--- config.mk ---
export PLATFORM = sky130hd
export DESIGN_NAME = demux_scheduler
export DESIGN_NICKNAME = d
export VERILOG_FILES = /design/src/rtl/demux_scheduler.sv
export SDC_FILE = /design/constraint.sdc
export NUM_CORES = 1
export LEC_CHECK = 0
export CORE_UTILIZATION = 53
export DETAILED_ROUTE_END_ITERATION = 16
export GPL_TIMING_DRIVEN = 0
export PLACE_DENSITY = 0.85
export SLEW_MARGIN = 30
export SYNTH_ARGS = -nofsm -noshare
export SYNTH_HDL_FRONTEND = slang
export SYNTH_SLANG_ARGS = --single-unit
--- constraint.sdc ---
create_clock -name clk -period 4.2 [get_ports clk]
set_input_delay 0.84 -clock clk [delete_from_list [all_inputs] [get_ports clk]]
set_output_delay 0.84 -clock clk [all_outputs]
set_load 0.01 [all_outputs]
--- src/rtl/demux_scheduler.sv ---
// Single-entry buffered 1-to-4 demux scheduler: each buffered word is steered to one
// channel chosen by burst-limited round-robin over enabled channels, or by a fixed select.
module demux_scheduler #(
    parameter int WIDTH = 8,
    parameter int BURST = 2
) (
    input  logic             clk,
    input  logic             rst,
    input  logic [WIDTH-1:0] data,
    input  logic             in_valid,
    output logic             in_ready,
    input  logic             mode,
    input  logic [1:0]       fixed_sel,
    input  logic [3:0]       en_mask,
    input  logic [3:0]       out_ready,
    output logic [WIDTH-1:0] out_data,
    output logic [3:0]       out_valid,
    output logic [1:0]       sel,
    output logic             busy
);

    localparam logic [1:0] IDLE = 2'd0;
    localparam logic [1:0] SEEK = 2'd1;
    localparam logic [1:0] FULL = 2'd2;

    localparam logic [7:0] BURST_LAST = 8'(BURST - 1);

    logic [1:0]       state;
    logic             buf_full;
    logic [WIDTH-1:0] buf_data;
    logic [1:0]       sel_q;
    logic [7:0]       burst_cnt;

    logic chan_ok;
    logic fire;
    logic accept;
    logic burst_done;

    // First enabled channel after cur (cur+1, cur+2, cur+3); falls back to cur itself.
    function automatic logic [1:0] next_enabled(input logic [1:0] cur, input logic [3:0] mask);
        logic [1:0] pick;
        pick = cur;
        for (int k = 3; k >= 1; k--) begin
            if (mask[cur + 2'(k)]) pick = cur + 2'(k);
        end
        return pick;
    endfunction

    always_comb begin
        chan_ok    = en_mask[sel_q] & (~mode | (sel_q == fixed_sel));
        fire       = buf_full & out_ready[sel_q];
        in_ready   = chan_ok & (~buf_full | fire);
        accept     = in_valid & in_ready;
        burst_done = (burst_cnt == BURST_LAST);
    end

    assign out_data  = buf_data;
    assign out_valid = buf_full ? (4'b0001 << sel_q) : 4'b0000;
    assign sel       = sel_q;
    assign busy      = buf_full;

    always_ff @(posedge clk) begin
        if (rst) begin
            buf_full  <= 1'b0;
            buf_data  <= '0;
            sel_q     <= 2'd0;
            burst_cnt <= 8'd0;
            state     <= (en_mask[0] & (~mode | (fixed_sel == 2'd0))) ? IDLE : SEEK;
        end else begin
            if (accept) buf_data <= data;
            buf_full <= accept | (buf_full & ~fire);

            case (state)
                IDLE: begin
                    if (mode) burst_cnt <= 8'd0;
                    if (accept)        state <= FULL;
                    else if (!chan_ok) state <= SEEK;
                end
                SEEK: begin
                    if (accept) begin
                        state <= FULL;
                    end else if (chan_ok) begin
                        burst_cnt <= 8'd0;
                        state     <= IDLE;
                    end else if (!mode) begin
                        // An all-zero mask parks here with sel untouched.
                        if (en_mask != 4'b0000) begin
                            sel_q     <= next_enabled(sel_q, en_mask);
                            burst_cnt <= 8'd0;
                            state     <= IDLE;
                        end
                    end else begin
                        sel_q     <= fixed_sel;
                        burst_cnt <= 8'd0;
                        state     <= en_mask[fixed_sel] ? IDLE : SEEK;
                    end
                end
                FULL: begin
                    // sel only moves on a fire, so the held word never changes channel.
                    if (fire) begin
                        if (mode) begin
                            burst_cnt <= 8'd0;
                        end else if (burst_done) begin
                            burst_cnt <= 8'd0;
                            sel_q     <= next_enabled(sel_q, en_mask);
                        end else begin
                            burst_cnt <= burst_cnt + 8'd1;
                        end
                        state <= accept ? FULL : IDLE;
                    end
                end
                default: state <= IDLE;
            endcase
        end
    end

endmodule

==> flow_summary.json <==
{
  "path_clk_slew_ns": 0.12,
  "synth_cell_types": 49,
  "max_slew.worst_pin.slew_ns": 0.5421,
  "worst-setup-path-type": "in -> out",
  "insertedDiodeCount": 0,
  "numCtsBuffers": 3,
  "layout_worst_path_cycle_share_pct": 82.62,
  "maxCapViolCount": 0,
  "root_cell_of_the_clock_tree": "sky130_fd_sc_hd__clkbuf_4",
  "fmax_mhz": 288.2,
  "cts_hold_buf": 0,
  "p_per_area_mw_per_mm2": 420.7,
  "drtIter0Drc": 73,
  "synth.ff_latch_count": 21,
  "remaining_drc_errors": 0,
  "synth_area_leader_cell": "sky130_fd_sc_hd__dfxtp_1",
  "die_height_um": 56.39,
  "chipWidth_um": 56.39,
  "ir_worst_vdd_mv": 0.3673,
  "grt_usage_pct": 25.12,
  "hpwl_um": 2869,
  "placement.cell_area_mm2": 0.001957,
  "clk_path_buf_depth": 2,
  "netlist_top_cells_count": "sky130_fd_sc_hd__dfxtp_1, sky130_fd_sc_hd__nor2_1, sky130_fd_sc_hd__nand2_1",
  "regArea_um2": 440.4,
  "hold_crit_class": "reg -> reg",
  "io_buffers": 35,
  "cts-htree-levels": 1,
  "timing_max_transition_violations_final": 0,
  "fp.dieArea_mm2": 0.003179,
  "synth_seq_area_share_pct": 28.09,
  "first_global_vias": 1468,
  "rows": 19,
  "grt_first_pass_wirelength_um": 6382,
  "synth.top_cells.by_area": "sky130_fd_sc_hd__dfxtp_1, sky130_fd_sc_hd__mux4_2, sky130_fd_sc_hd__mux2i_1",
  "n_fill_cell": 217,
  "yosysMostFrequentCell": "sky130_fd_sc_hd__dfxtp_1",
  "start_kind": "input pin",
  "area_delta_synth_final_pct": 26.58,
  "syn_inst": 178,
  "synthesis.area_mm2": 0.001568,
  "clkLatencyLatePin_ns": 0.31,
  "setup_viol_count_final": 0,
  "final_critical_path_setup_slack_ns": 0.7299,
  "via_count": 1513,
  "avgRoutedWirePerCell_um": 15.03,
  "hold_violations": 0,
  "postSynthAreaPerCell_um2": 8.808,
  "layout.nets": 246,
  "worstPathMaxFanout": 10,
  "io_pins": 38,
  "synth_largest_type_area_fraction_pct": 24.26,
  "postCtsSetupBuffers": 0,
  "setup-tns-final_ns": 0,
  "cts_resized": 0,
  "post-place-ws_ns": 0.7315,
  "fin_total_pwr_w": 0.0008348,
  "setup.worst_path.end_class": "output port",
  "postLayoutCellArea_mm2": 0.001984,
  "multi_input_area_mm2": 0.001054,
  "postSynthNetCount": 206,
  "gp_congestion": 0.8779,
  "grt_antenna_before_repair": 0,
  "clkSinkCount": 21,
  "synth-edff-count": 2,
  "grt_setup_unrepaired": "no",
  "cts_tree": "built",
  "via_per_inst": 6.101,
  "data_arrival_critical_path_ns": 2.63,
  "max-slew-margin-rel_pct": 63.35,
  "outcome": "completed",
  "first_pass_iters": 4,
  "p_leak_nw": 0.7198,
  "required_ns": 3.36,
  "synth-async-reset-ratio_pct": 0,
  "post_route_cells_drive_above_1_share_pct": 10.14,
  "detail-route-antenna-nets": 0,
  "wl_um": 3727,
  "floorplan.core_area_mm2": 0.002781,
  "grt_max_degree": 13,
  "initial_core_util_pct": 56.37,
  "grt_overflow": 0,
  "min_period_ns": 3.470,
  "synth_top_flop_cell": "sky130_fd_sc_hd__dfxtp_1",
  "synthesis.yosys.warnings": 0,
  "finalClockSkew_ns": 0.005935
}
per-stage QoR:
stage               hold slack, ns  instances  util (%)
global route                0.5584        248     71.35
finish                      0.5245        248     71.35
floorplan                   0.4559        178         -
global placement            0.4743        244     70.36
CTS                         0.5249        248     71.35
detailed placement          0.4922        244     70.36
layout by cell type, fill, tap and decap left out, types with 6 or more instances in the layout:
cell type,n
sky130_fd_sc_hd__clkdlybuf4s50_1,35
sky130_fd_sc_hd__dfxtp_1,19
sky130_fd_sc_hd__ha_1,6
sky130_fd_sc_hd__mux2i_1,11
sky130_fd_sc_hd__nand2_1,16
sky130_fd_sc_hd__nand2b_1,10
sky130_fd_sc_hd__nand3_1,9
sky130_fd_sc_hd__nor2_1,17
sky130_fd_sc_hd__o21ai_0,8
cell type report:
class	count	area share [%]
flip-flops and latches	21	22.19
repair buffers	35	17.65
plain buffers	10	2.774
multi-input cells	142	53.09
inverters	5	0.9458
well taps	31	1.955
clock inverters	1	0.2522
clock buffers	3	1.135
worst max-delay path, cell delays in order:
cell and delay, ns:
sky130_fd_sc_hd__clkdlybuf4s50_1 0.57, sky130_fd_sc_hd__mux4_2 0.58, sky130_fd_sc_hd__nand2b_1 0.12, sky130_fd_sc_hd__nor2_1 0.05, sky130_fd_sc_hd__clkdlybuf4s50_1 0.47
path summary, 6_finish.rpt:
check	slack, ns	start	depth (start not counted)	end
setup / recovery	0.73	en_mask[3]	5	in_ready
hold / removal	0.52	out_data[1]	2	out_data[1]
setup reg to reg	1.71	sel[0]	9	sel[0]
hold reg to reg	0.52	out_data[1]	2	out_data[1]
registers in the layout (all words and copies together) (netlist names):
register,cells
state,2
out_data,8
sel,2
busy,1
burst_cnt,8
where the power goes:
part,internal (W),switching [W]
Sequential,0.000235,0.0000358
Combinational,0.000236,0.000229
Clock,0.0000356,0.0000636
Total,0.000506,0.000329
logic make-up (layout without fill, tap and decap cells):
family                     after synthesis  after routing  synth area share [%]
AOI/OAI and AO/OA                       43             43                 21.23
xor gates and xnor gates                 2              2                 1.118
adders and majority gates                6              6                 4.788
buffers and inverters                   15             54                 4.709
DFF                                     21             21                 28.09
muxes                                   16             16                 14.21
and+or+nand+nor                         75             75                 25.86
metal layers:
metal	track usage, %	share of wire, %
met1	32.90	45
met2	42.52	48
met3	3.226	5.2
met5	0	0
met4	8.711	1.4
No activity file was read; power rests on OpenSTA's default activity.
